## config.mk

```make
export PLATFORM = sky130hd
export DESIGN_NAME = clk_rst_ctrl
export DESIGN_NICKNAME = d
export VERILOG_FILES = /design/src/rtl/clk_rst_pkg.sv /design/src/rtl/clk_en_counter.sv /design/src/rtl/clk_rst_ctrl.sv
export SDC_FILE = /design/constraint.sdc
export NUM_CORES = 1
export LEC_CHECK = 0
export ABC_AREA = 1
export ABC_CLOCK_PERIOD_IN_PS = 2050
export BUFFER_PORTS_ARGS = -buffer_cell sky130_fd_sc_hd__buf_2
export CAP_MARGIN = 25
export CORE_AREA = 2 2 57 59
export DETAILED_ROUTE_END_ITERATION = 16
export DIE_AREA = 0 0 59 61
export GPL_TIMING_DRIVEN = 0
export PLACE_DENSITY = 0.74
export SLEW_MARGIN = 15
export SYNTH_ARGS = -nofsm -noshare
export SYNTH_HDL_FRONTEND = slang
export SYNTH_SLANG_ARGS = --single-unit
```

## constraint.sdc

```tcl
create_clock -name CLK -period 2.05 [get_ports CLK]
set_input_delay 0 -clock CLK [delete_from_list [all_inputs] [get_ports CLK]]
set_output_delay 0 -clock CLK [all_outputs]
set_load 0.02 [all_outputs]
```

## src/rtl/clk_rst_pkg.sv

```systemverilog
// Shared types and constants for the clock-enable / reset sequencer.
package clk_rst_pkg;

    // Sequencer phases: core held in reset, ticking, or ticks suspended.
    typedef enum logic [1:0] {
        HOLD = 2'd0,
        RUN  = 2'd1,
        HALT = 2'd2
    } crc_state_t;

    // Output levels, named so the FSM reads in terms of intent.
    localparam logic TICK_ON      = 1'b1;
    localparam logic TICK_OFF     = 1'b0;
    localparam logic ACK_ON       = 1'b1;
    localparam logic ACK_OFF      = 1'b0;
    localparam logic CORE_RST_ON  = 1'b0;
    localparam logic CORE_RST_OFF = 1'b1;

    // Counter width able to hold 0..n-1, never narrower than one bit.
    function automatic int cnt_width(input int n);
        return (n > 1) ? $clog2(n) : 1;
    endfunction

endpackage

```

## src/rtl/clk_en_counter.sv

```systemverilog
// Loadable down-counter producing a registered tick in every cycle in which
// the count is zero while the counter is active (loaded or counting).
module clk_en_counter
    import clk_rst_pkg::*;
#(
    parameter int           W    = 8,
    parameter logic [W-1:0] INIT = '0
) (
    input  logic         CLK,
    input  logic         resetn,
    input  logic         load,
    input  logic [W-1:0] load_val,
    input  logic         en,
    output logic         tick
);

    logic [W-1:0] cnt_q, cnt_d;
    logic         tick_q, tick_d;

    // Next count: a load wins over a decrement; otherwise the count is frozen.
    always_comb begin
        cnt_d  = cnt_q;
        tick_d = TICK_OFF;
        if (load) begin
            cnt_d = load_val;
        end else if (en) begin
            cnt_d = cnt_q - W'(1);
        end
        if ((load || en) && (cnt_d == '0)) begin
            tick_d = TICK_ON;
        end
    end

    // Count and tick registers with synchronous active-low reset.
    always_ff @(posedge CLK) begin
        if (!resetn) begin
            cnt_q  <= INIT;
            tick_q <= TICK_OFF;
        end else begin
            cnt_q  <= cnt_d;
            tick_q <= tick_d;
        end
    end

    assign tick = tick_q;

endmodule

```

## src/rtl/clk_rst_ctrl.sv

```systemverilog
// Clock-enable and core-reset sequencer. Divide-ratio changes, halt and
// soft-reset requests are only honoured on tick boundaries (or, for divide
// changes, at any cycle while halted).
module clk_rst_ctrl
    import clk_rst_pkg::*;
#(
    parameter int DIV_W       = 8,
    parameter int DIV_DEFAULT = 15,
    parameter int RST_HOLD    = 16
) (
    input  logic             CLK,
    input  logic             resetn,
    input  logic             soft_rst,
    input  logic             halt_req,
    output logic             halt_ack,
    input  logic             div_req,
    input  logic [DIV_W-1:0] div_val,
    output logic             div_ack,
    output logic             tick,
    output logic             core_rstn,
    output logic [DIV_W-1:0] div_cur
);

    localparam int                HOLD_W    = cnt_width(RST_HOLD);
    localparam logic [HOLD_W-1:0] HOLD_LAST = HOLD_W'(RST_HOLD - 1);

    crc_state_t        state_q, state_d;
    logic [HOLD_W-1:0] hold_cnt_q, hold_cnt_d;
    logic [DIV_W-1:0]  div_reg_q, div_reg_d;
    logic              div_ack_q, div_ack_d;
    logic              halt_ack_q, halt_ack_d;
    logic              core_rstn_q, core_rstn_d;

    logic              cnt_load;
    logic [DIV_W-1:0]  cnt_load_val;
    logic              cnt_en;

    // A divide request is taken at most once: the requester still holds it
    // high in the cycle the ack is visible.
    logic div_take;
    assign div_take = div_req && !div_ack_q;

    clk_en_counter #(
        .W    (DIV_W),
        .INIT (DIV_W'(DIV_DEFAULT))
    ) u_cnt (
        .CLK      (CLK),
        .resetn   (resetn),
        .load     (cnt_load),
        .load_val (cnt_load_val),
        .en       (cnt_en),
        .tick     (tick)
    );

    // Next-state and registered-output logic; tick marks the cycle where
    // requests may be sampled in RUN.
    always_comb begin
        state_d      = state_q;
        hold_cnt_d   = hold_cnt_q;
        div_reg_d    = div_reg_q;
        div_ack_d    = ACK_OFF;
        halt_ack_d   = halt_ack_q;
        core_rstn_d  = core_rstn_q;
        cnt_load     = 1'b0;
        cnt_load_val = div_reg_q;
        cnt_en       = 1'b0;
        case (state_q)
            HOLD: begin
                core_rstn_d = CORE_RST_ON;
                halt_ack_d  = ACK_OFF;
                if (soft_rst) begin
                    hold_cnt_d = '0;
                end else if (hold_cnt_q == HOLD_LAST) begin
                    state_d     = RUN;
                    hold_cnt_d  = '0;
                    core_rstn_d = CORE_RST_OFF;
                    cnt_load    = 1'b1;
                end else begin
                    hold_cnt_d = hold_cnt_q + HOLD_W'(1);
                end
            end
            RUN: begin
                if (tick) begin
                    if (soft_rst) begin
                        state_d     = HOLD;
                        hold_cnt_d  = '0;
                        core_rstn_d = CORE_RST_ON;
                    end else if (halt_req) begin
                        state_d    = HALT;
                        halt_ack_d = ACK_ON;
                    end else begin
                        cnt_load = 1'b1;
                        if (div_take) begin
                            div_reg_d    = div_val;
                            cnt_load_val = div_val;
                            div_ack_d    = ACK_ON;
                        end
                    end
                end else begin
                    cnt_en = 1'b1;
                end
            end
            HALT: begin
                if (soft_rst) begin
                    state_d     = HOLD;
                    hold_cnt_d  = '0;
                    core_rstn_d = CORE_RST_ON;
                    halt_ack_d  = ACK_OFF;
                end else begin
                    if (div_take) begin
                        div_reg_d    = div_val;
                        cnt_load_val = div_val;
                        div_ack_d    = ACK_ON;
                    end
                    if (!halt_req) begin
                        state_d    = RUN;
                        halt_ack_d = ACK_OFF;
                        cnt_load   = 1'b1;
                    end
                end
            end
            default: begin
                state_d     = HOLD;
                hold_cnt_d  = '0;
                core_rstn_d = CORE_RST_ON;
                halt_ack_d  = ACK_OFF;
            end
        endcase
    end

    // State and output registers; resetn overrides every request.
    always_ff @(posedge CLK) begin
        if (!resetn) begin
            state_q     <= HOLD;
            hold_cnt_q  <= '0;
            div_reg_q   <= DIV_W'(DIV_DEFAULT);
            div_ack_q   <= ACK_OFF;
            halt_ack_q  <= ACK_OFF;
            core_rstn_q <= CORE_RST_ON;
        end else begin
            state_q     <= state_d;
            hold_cnt_q  <= hold_cnt_d;
            div_reg_q   <= div_reg_d;
            div_ack_q   <= div_ack_d;
            halt_ack_q  <= halt_ack_d;
            core_rstn_q <= core_rstn_d;
        end
    end

    assign halt_ack  = halt_ack_q;
    assign div_ack   = div_ack_q;
    assign core_rstn = core_rstn_q;
    assign div_cur   = div_reg_q;

endmodule

```

==> impl_table.tex <==
\begin{tabular}{lr}
\hline
Metric & Value \\
\hline
\multicolumn{2}{l}{\textbf{Min path}} \\
\quad Worst Hold Endpoint & div\_cur[4] \\
\quad Worst hold path type & in -> reg \\
\quad Hold depth & 3 \\
\quad Critical hold path startpoint & div\_val[4] \\
\multicolumn{2}{l}{\textbf{Critical path}} \\
\quad Logic depth of the worst register-to-register path & 10 \\
\quad Critical R2R Launch & state\_q[1] \\
\quad Endpoint type of the worst setup path & flop \\
\quad Largest fanout on the critical path & 9 \\
\quad Worst setup SP type & flop \\
\quad Path type of the worst setup path & reg -> reg \\
\quad Worst Path Arrival & 2120 ps \\
\quad Internal reg-to-reg setup slack & 200 ps \\
\quad Reg2Reg Capture Point & u\_cnt.tick \\
\quad Worst Path Required & roughly 2300 ps \\
\multicolumn{2}{l}{\textbf{Synthesis}} \\
\quad Total standard cell area after synthesis & 1560 sq um \\
\quad Mapped Nets & 235 \\
\quad Post-synth cell types & 32 \\
\quad Cell taking the most area after synthesis & sky130\_fd\_sc\_hd\_\_dfxtp\_1 \\
\quad Gate Count Post-Synth & 216 \\
\quad Syn avg cell area & 7.22 sq um \\
\quad Sequential cell area fraction in the yosys report & 33.4\% \\
\quad Number of synthesis warnings & 0 \\
\quad Portion of synthesized cell area occupied by the leading cell type & approximately 33\% \\
\quad Top cells by area in the synthesized netlist & sky130\_fd\_sc\_hd\_\_dfxtp\_1 (33\%), sky130\_fd\_sc\_hd\_\_nand2\_1 (13\%), sky130\_fd\_sc\_hd\_\_nand3\_1 (6.4\%) \\
\quad Post-synthesis sequential element count & 26 \\
\multicolumn{2}{l}{\textbf{Timing}} \\
\quad Number of pins exceeding their max-slew limit in the final report & 0 \\
\quad Final setup vio count & 0 \\
\quad Number of failing hold endpoints at the final stage & 0 \\
\quad Shortest period the worst path allows & 1850 ps \\
\quad Smallest setup slack after layout & 196 ps \\
\quad Final setup skew & just over 10 ps \\
\quad Max Clk Rate & 539 MHz \\
\quad Measured slew at the worst slew-check pin & 510 ps \\
\quad Unrepaired setup endpoints after global routing & no \\
\quad Setup total negative slack & 0 ps \\
\quad Slew Limit Headroom & 66.0\% \\
\quad Final period utilization & 90.4\% \\
\quad Worst hold slack across all endpoints & 21.5 ps \\
\multicolumn{2}{l}{\textbf{Clock tree}} \\
\quad Count of H-tree levels built during CTS & 1 \\
\quad Clock latency of the later-clocked register in the worst-skew pair & 320 ps \\
\quad Number of buffers inserted during clock tree synthesis & 3 \\
\quad Buffer cell driving the clock tree root & sky130\_fd\_sc\_hd\_\_clkbuf\_4 \\
\quad Post-CTS setup-driven buffer insertion count & 0 \\
\quad Clock sink count & 26 \\
\quad Buffer levels on the longest clock path & 2 \\
\quad Clock slew at reported path FFs & $\sim$150 ps \\
\quad CTS tree & yes \\
\multicolumn{2}{l}{\textbf{Route}} \\
\quad Wirelength per Cell & 11.6 microns \\
\quad Final ANT Viol Nets & 0 \\
\quad Detailed router's first-iteration violation count & 48 \\
\quad Remaining DRCs & 0 \\
\quad Vias after detailed routing & 1424 \\
\quad Total iterations of the first detailed-routing run & 4 \\
\quad Routed WL & 3300 microns \\
\quad Via-to-Cell Ratio & $\sim$5 \\
\multicolumn{2}{l}{\textbf{Layout}} \\
\quad Count of placed standard cells in the final layout, fillers left out & 284 \\
\quad Most common cell after layout, fill and taps aside & sky130\_fd\_sc\_hd\_\_nand2\_1 \\
\quad Antenna cells & 0 \\
\quad Layout area overhead & 18.6\% \\
\quad Utilization after layout & 62.6\% \\
\quad Most used cells in the layout excluding fill and tap cells & sky130\_fd\_sc\_hd\_\_nand2\_1 (56), sky130\_fd\_sc\_hd\_\_dfxtp\_1 (26), sky130\_fd\_sc\_hd\_\_buf\_2 (24) \\
\quad Fraction of layout instances using a drive strength above 1 & a little over a quarter \\
\quad Filler cell count in the final layout & 267 \\
\quad Post-layout net count & between 200 and 300 \\
\multicolumn{2}{l}{\textbf{Placed design}} \\
\quad Detailed placement HPWL & around 2500 microns \\
\quad Total placed cells including tap cells & 273 \\
\quad \# port buffers & 24 \\
\quad Placer's final routability congestion estimate & 0.867 \\
\quad Worst slack at placement & 151 ps \\
\multicolumn{2}{l}{\textbf{GRT}} \\
\quad Maximum number of pins on one net before global-route repair & 16 \\
\quad Grt ovf & 0 \\
\quad Wire length of the first global-routing pass & 5520 microns \\
\quad Antenna violations before repair & 0 \\
\quad Number of global-route vias before repair & 1315 \\
\quad Global-route usage over all layers & 20.3\% \\
\multicolumn{2}{l}{\textbf{Pwr}} \\
\quad Total power density per cell area & 957 nW/um\^{}2 \\
\quad Worst IR drop on VDD & 668 uV \\
\quad Static leakage power & 0.860 nW \\
\multicolumn{2}{l}{\textbf{Floorplanning}} \\
\quad Number of standard-cell rows in the floorplan & 20 \\
\quad Number of primary I/O pins & 25 \\
\quad Initial Util & 52.8\% \\
\quad Chip Width & 59 microns \\
\quad Area of the core & around 3000 sq um \\
\quad Area of the die & approximately 3600 sq um \\
\quad DIE HEIGHT & 61 microns \\
\multicolumn{2}{l}{\textbf{Outcome}} \\
\quad Result of the run & finished clean \\
\multicolumn{2}{l}{\textbf{Flow run}} \\
\quad Maximum Capacitance Violations & 0 \\
\hline
\end{tabular}
-- power by group --
group          leakage [nW]  internal (mW)  switching, mW  total, mW
Clock                0.0279          0.198          0.156      0.353
Combinational         0.620          0.266          0.504      0.770
Sequential            0.212          0.591         0.0544      0.645
-- stage by stage --
step           total power, mW  area, sq um
6_report                  1.77         1850
2_1_floorplan             1.24         1560
4_1_cts                   1.77         1840
3_5_place_dp              1.41         1720
3_3_place_gp              1.39         1720
5_1_grt                   1.89         1850
-- worst max-delay path by stage --
stage	start	endpoint	cells after the start
5_1_grt	state_q[1]	u_cnt.tick	11
4_1_cts	state_q[1]	u_cnt.tick	11
6_report	state_q[1]	u_cnt.tick	10
3_5_place_dp	state_q[1]	u_cnt.tick	11
2_1_floorplan	state_q[0]	u_cnt.tick	11
3_3_place_gp	state_q[1]	u_cnt.tick	11
-- critical path: stages, from the launching register on --
cell and delay [ps]:
sky130_fd_sc_hd__dfxtp_1 350, sky130_fd_sc_hd__inv_1 100, sky130_fd_sc_hd__ha_1 250, sky130_fd_sc_hd__inv_2 80, sky130_fd_sc_hd__nor2_4 240, sky130_fd_sc_hd__nand4_1 160
sky130_fd_sc_hd__xor2_1 180, sky130_fd_sc_hd__nand2_1 100, sky130_fd_sc_hd__a21oi_2 140, sky130_fd_sc_hd__nand3_1 110, sky130_fd_sc_hd__nor2_2 90
-- timing repair --
item                       in CTS  in global routing
hold buffers                    7                  0
setup endpoints to repair       0                  1
gates resized for setup         0                  1
hold endpoints to repair        7                  0
-- final cells by class --
class	instances	area, sq um	area share (%)
Multi-Input combinational cell	163	936	50.6
Clock buffer	3	22.5	1.22
Buffer	2	7.51	0.406
Inverter	25	101	5.48
Clock inverter	1	30.0	1.62
Sequential cell	26	520	28.1
Timing Repair Buffer	31	190	10.3
Tap cell	33	41.3	2.23
-- cells in the mapped netlist (all sizes together) --
master	number
or2	1
and2	1
o31ai	1
nand2	72
clkbuf	2
xor2	4
nand3	25
o21bai	1
inv	25
o21ai	6
nand3b	1
nand4	3
a21oi	16
a211oi	2
ha	6
dfxtp	26
nor3	3
nor2	21
-- flip-flops by register name, summed over array words and instances, names as in the netlist --
| register | flops |
|---|---|
| div_cur | 8 |
| state_q | 2 |
| div_ack | 1 |
| core_rstn | 1 |
| u_cnt.tick | 1 |
| u_cnt.cnt_q | 8 |
| halt_ack | 1 |
| hold_cnt_q | 4 |
-- kinds of logic (layout without fill, tap and decap cells) --
group | count (synthesis) | in the layout | synth area share, %
compound gates | 26 | 26 | 10.2
xor+xnor | 4 | 4 | 2.25
fa+ha+maj | 6 | 6 | 4.82
buf+inv | 27 | 62 | 6.98
flops | 26 | 26 | 33.4
simple gates | 127 | 127 | 42.4
-- metal layers --
metal | track usage (%) | up-vias | share of wire, %
met3 | 1.92 | 2 | 3.7
met1 | 26.9 | 617 | 45
met4 | 7.14 | 0 | 0.64
met5 | 0 | - | 0
met2 | 34.6 | 29 | 51
li1 | - | 776 | -
(Power assumes the default switching activity.)
